[src/rtl/imem_fetch.sv]
// imem_fetch: byte-addressable little-endian instruction memory with load port and registered fetch response
module imem_fetch #(
    parameter int          DEPTH_BYTES = 256,
    parameter int          ADDR_W      = 32,
    parameter logic [31:0] NOP_INST    = 32'h00000013,
    parameter int          CNT_W       = 16
) (
    input  logic              clk,
    input  logic              reset,
    input  logic              ld_valid,
    input  logic [ADDR_W-1:0] ld_addr,
    input  logic [31:0]       ld_data,
    input  logic [3:0]        ld_be,
    input  logic              req_valid,
    output logic              req_ready,
    input  logic [ADDR_W-1:0] req_pc,
    input  logic              flush,
    output logic              rsp_valid,
    input  logic              rsp_ready,
    output logic [31:0]       rsp_inst,
    output logic [ADDR_W-1:0] rsp_pc,
    output logic [1:0]        rsp_fault,
    output logic [CNT_W-1:0]  fetch_cnt
);
    localparam int AW = $clog2(DEPTH_BYTES);
    localparam logic [ADDR_W:0] LIM = (ADDR_W+1)'(DEPTH_BYTES);

    logic [7:0]  mem [DEPTH_BYTES];
    logic        ld_hit, accept;
    logic [31:0] rd_word;
    logic [1:0]  fault;

    assign ld_hit    = ld_valid && ({1'b0, ld_addr[ADDR_W-1:2], 2'b00} < LIM);
    assign req_ready = !ld_valid && !flush && (!rsp_valid || rsp_ready);
    assign accept    = req_valid && req_ready;
    assign rd_word   = {mem[{req_pc[AW-1:2], 2'd3}], mem[{req_pc[AW-1:2], 2'd2}],
                        mem[{req_pc[AW-1:2], 2'd1}], mem[{req_pc[AW-1:2], 2'd0}]};
    // range check is one bit wider than the PC so a PC near the top cannot wrap to a valid index
    assign fault = (req_pc[1:0] != 2'b00) ? 2'b01 :
                   (({1'b0, req_pc} + (ADDR_W+1)'(3)) >= LIM) ? 2'b10 : 2'b00;

    always_ff @(posedge clk) begin
        for (int i = 0; i < 4; i++)
            if (ld_hit && ld_be[i]) mem[{ld_addr[AW-1:2], 2'(i)}] <= ld_data[8*i +: 8];
    end

    always_ff @(posedge clk) begin
        if (reset) begin
            rsp_valid <= 1'b0;
            rsp_inst  <= NOP_INST;
            rsp_pc    <= '0;
            rsp_fault <= 2'b00;
            fetch_cnt <= '0;
        end else begin
            if (rsp_valid && rsp_ready && fetch_cnt != '1) fetch_cnt <= fetch_cnt + 1'b1;
            if (flush) begin
                rsp_valid <= 1'b0;
            end else if (accept) begin
                rsp_valid <= 1'b1;
                rsp_pc    <= req_pc;
                rsp_fault <= fault;
                rsp_inst  <= (fault == 2'b00) ? rd_word : NOP_INST;
            end else if (rsp_ready) begin
                rsp_valid <= 1'b0;
            end
        end
    end
endmodule

[config.mk]
export PLATFORM = sky130hd
export DESIGN_NAME = imem_fetch
export DESIGN_NICKNAME = d
export VERILOG_FILES = /design/src/rtl/imem_fetch.sv
export SDC_FILE = /design/constraint.sdc
export NUM_CORES = 2
export LEC_CHECK = 0
export BUFFER_PORTS_ARGS = -buffer_cell sky130_fd_sc_hd__buf_2
export CORE_UTILIZATION = 55
export DETAILED_ROUTE_END_ITERATION = 10
export PLACE_DENSITY = 0.74
export SLEW_MARGIN = 20
export SYNTH_ARGS = -nofsm -noshare
export SYNTH_HDL_FRONTEND = slang
export SYNTH_SLANG_ARGS = --single-unit
[constraint.sdc]
create_clock -name clk -period 2.56 [get_ports clk]
set_clock_uncertainty 0.1 [all_clocks]
set_input_delay 0.128 -clock clk [delete_from_list [all_inputs] [get_ports clk]]
set_output_delay 0.128 -clock clk [all_outputs]
set_load 0.01 [all_outputs]
==> results.json <==
{
  "p_leak_nw": 31.8,
  "clkTransAtPathRegs_ns": 0.06,
  "hold_violations": 0,
  "synth-seq-area-share": 0.768,
  "synthAdderAreaFrac": 0.000152,
  "ys.flop_type": "edfxtp_1",
  "hpwlAfterDp_mm": 138,
  "fin_ws_ns": 0.0211,
  "worst_setup_path_start_kind": "input port",
  "status": "finished clean",
  "finalCritPeriodShare": 0.992,
  "muxShareOfSynthArea": 0.175,
  "area.growth.synth_to_final_pct": 18.6,
  "die_y_um": 389,
  "cts-buffers-inserted": 202,
  "routed_wl_mm": 216,
  "htreeDepth": 4,
  "hold_class": "input port to flip-flop",
  "cts_buffer_depth": 3,
  "ant_nets": 0,
  "first_global_vias": 43400,
  "drt_iter0_drc": 6276,
  "overflow": 0,
  "fmax_ghz": 0.394,
  "worst_pin_slew_ns": 1.11,
  "n_fill_cell": 9017,
  "place_congestion": 0.912,
  "wl_met2_mm": 103,
  "drv_cap": 0,
  "coreArea_mm2": 0.148,
  "min_period_ns": 2.54,
  "hold_slack_ns": 0.101,
  "die-area_mm2": 0.151,
  "postSynthAreaPerCell_um2": 21.9,
  "slew_headroom": 0.257,
  "place_ws_ns": -0.294,
  "cp-end-kind": "flip-flop",
  "ys_seq_elements": 2131,
  "cts_tree": "done",
  "syn_nets": 3860,
  "cp_max_fo": 14,
  "grt_max_degree": 65,
  "yosys.area_share.simple": 0.0287,
  "wl_met1_mm": 78.8,
  "start_util": 0.556,
  "synth_xor_area_frac": 0.00192,
  "num_vias": 43500,
  "drt_pass1_iterations": 9,
  "cp_data_required_time_ns": 3.21,
  "p_total_w": 0.0725,
  "synth_compound_area_frac": 0.0145,
  "synth_top_family_by_area": "multiplexers",
  "path_class": "input port to flip-flop",
  "drc_errors": 0,
  "layout-drive-gt1-share": 0.348,
  "clkSinkCount": 2131,
  "post_drt_wl_per_cell_um": 32.3,
  "power.density_mw_per_mm2": 743,
  "io_pins": 190,
  "maxUsedRoutingLayer": "met5",
  "fp.dieW_um": 389,
  "setup_viol": 0,
  "async_flop_share": 0,
  "insertion_delay_ns": 0.87,
  "slew_viol_final": 0,
  "peakVddDrop_v": 0.000942,
  "antenna_found_initial": 21,
  "grt_usage": 0.289,
  "synth_area_mm2": 0.0822,
  "cts_root_buf": "clkbuf_16",
  "tns_ns": 0,
  "grt_pass1_wl_mm": 310,
  "synth_edf_count": 2048,
  "syn_inst": 3753,
  "synth_cell_type_count": 57,
  "io_buffers": 187,
  "synth_warnings": 0,
  "rows": 141,
  "routed_via_density": 6.52,
  "crit_arrival_ns": 3.19,
  "rsz0062_at_grt": "false",
  "fin_nets": 4661,
  "met3_length_mm": 26.0
}
[area by class of cell]
type / instances / area [um^2] / share of cell area
clock buffer: 233 / 5240 / 0.0538
tap: 1930 / 2410 / 0.0248
clock inverter: 148 / 1640 / 0.0168
antenna: 19 / 47.5 / 0.000488
timing repair buffer: 814 / 6790 / 0.0696
inverter: 3 / 11.3 / 0.000115
sequential: 2131 / 63200 / 0.648
multi-input combinational: 1402 / 18200 / 0.187
[synthesized netlist by cell type (3+ instances only)]
library cell	instances	area (um^2)
buf_4	3	22.5
and3b_1	4	35.0
o21ai_0	8	40.0
o211ai_1	15	113
buf_2	53	265
nor2_1	287	1080
inv_1	3	11.3
and2_1	3	18.8
dfxtp_1	83	1660
mux2i_1	33	330
and3_1	6	37.5
xor2_1	12	105
xnor2_1	6	52.6
a211oi_1	3	22.5
nor3b_1	7	52.6
buf_6	5	56.3
nand2_1	180	676
nand4_1	7	43.8
buf_1	37	139
a21oi_1	39	195
nor4_1	9	56.3
mux4_2	624	14100
nor2b_1	5	31.3
or3_1	4	25.0
a22o_1	31	272
nor3_1	13	65.1
a22oi_1	56	420
edfxtp_1	2048	61500
and4_1	5	43.8
mux2_2	3	33.8
clkbuf_1	119	447
nand3_1	13	65.1
[path summary, 6_finish.rpt]
check / start / to / slack [ns] / cells after the start
worst min-delay path: ld_data[14] / mem[29][14]$_DFFE_PP_ / 0.10 / 2
worst max-delay path: req_pc[3] / rsp_inst[11]$_SDFFE_PP0P_ / 0.02 / 10
worst min register to register: rsp_pc[13]$_SDFFE_PP0P_ / rsp_pc[13]$_SDFFE_PP0P_ / 0.35 / 2
worst max register to register: mem[52][11]$_DFFE_PP_ / rsp_inst[11]$_SDFFE_PP0P_ / 0.11 / 5
[layout by cell type, fill, tap and decap left out, drive strengths merged, types with 56 or more instances in the layout]
cell | netlist | final
clkbuf | 119 | 233
mux4 | 624 | 624
edfxtp | 2048 | 2048
buf | 98 | 689
a22oi | 56 | 56
nand2 | 180 | 180
clkinv | 0 | 111
dlygate4sd3 | 0 | 124
nor2 | 287 | 287
dfxtp | 83 | 83
[critical path, cell delays in order]
cell and delay (ns):
dlygate4sd3_1 0.60, buf_8 0.15, buf_12 0.17, buf_12 0.17
buf_4 0.25, mux4_2 0.38, mux4_2 0.52, a22oi_1 0.44
nand2_1 0.12, a22o_1 0.22
[logic make-up after synthesis]
kind of cell | count (synthesis)
simple gates | 556
flops | 2131
buf+inv | 220
fa+ha+maj | 1
compound gates | 167
xor+xnor | 18
mux | 660
[registers in the layout (all words and copies together), names as in the netlist]
| name | count |
|---|---|
| rsp_pc | 32 |
| rsp_valid | 1 |
| fetch_cnt | 16 |
| rsp_inst | 32 |
| rsp_fault | 2 |
| mem | 2048 |
[report_power, final]
| group | total (W) | switching (W) | internal (W) |
|---|---|---|---|
| Clock | 0.0306 | 0.0132 | 0.0174 |
| Combinational | 0.00372 | 0.00210 | 0.00162 |
| Sequential | 0.0382 | 0.0000114 | 0.0382 |
| Total | 0.0725 | 0.0153 | 0.0572 |
[stage by stage]
step                cells  cell area (um^2)  utilization
floorplan            3753             82300            -
global placement     6151             89200        0.603
detailed placement   6152             89200        0.603
CTS                  6657             97300        0.658
global route         6665             97500        0.659
finish               6680             97500        0.659
[per-layer routing]
layer	vias to the layer above	global-route usage
met1	22600	0.405
met3	500	0.0700
li1	17300	-
met2	3080	0.447
met5	-	0.00574
met4	20	0.109
[what timing repair did]
item                                    CTS  global route
resized for setup                         0             9
hold buffers                            124             1
buffers inserted                          0             3
endpoints found under the hold margin  2157             1
setup endpoints to repair                 0            51
Power figures use the tool's default switching activity.
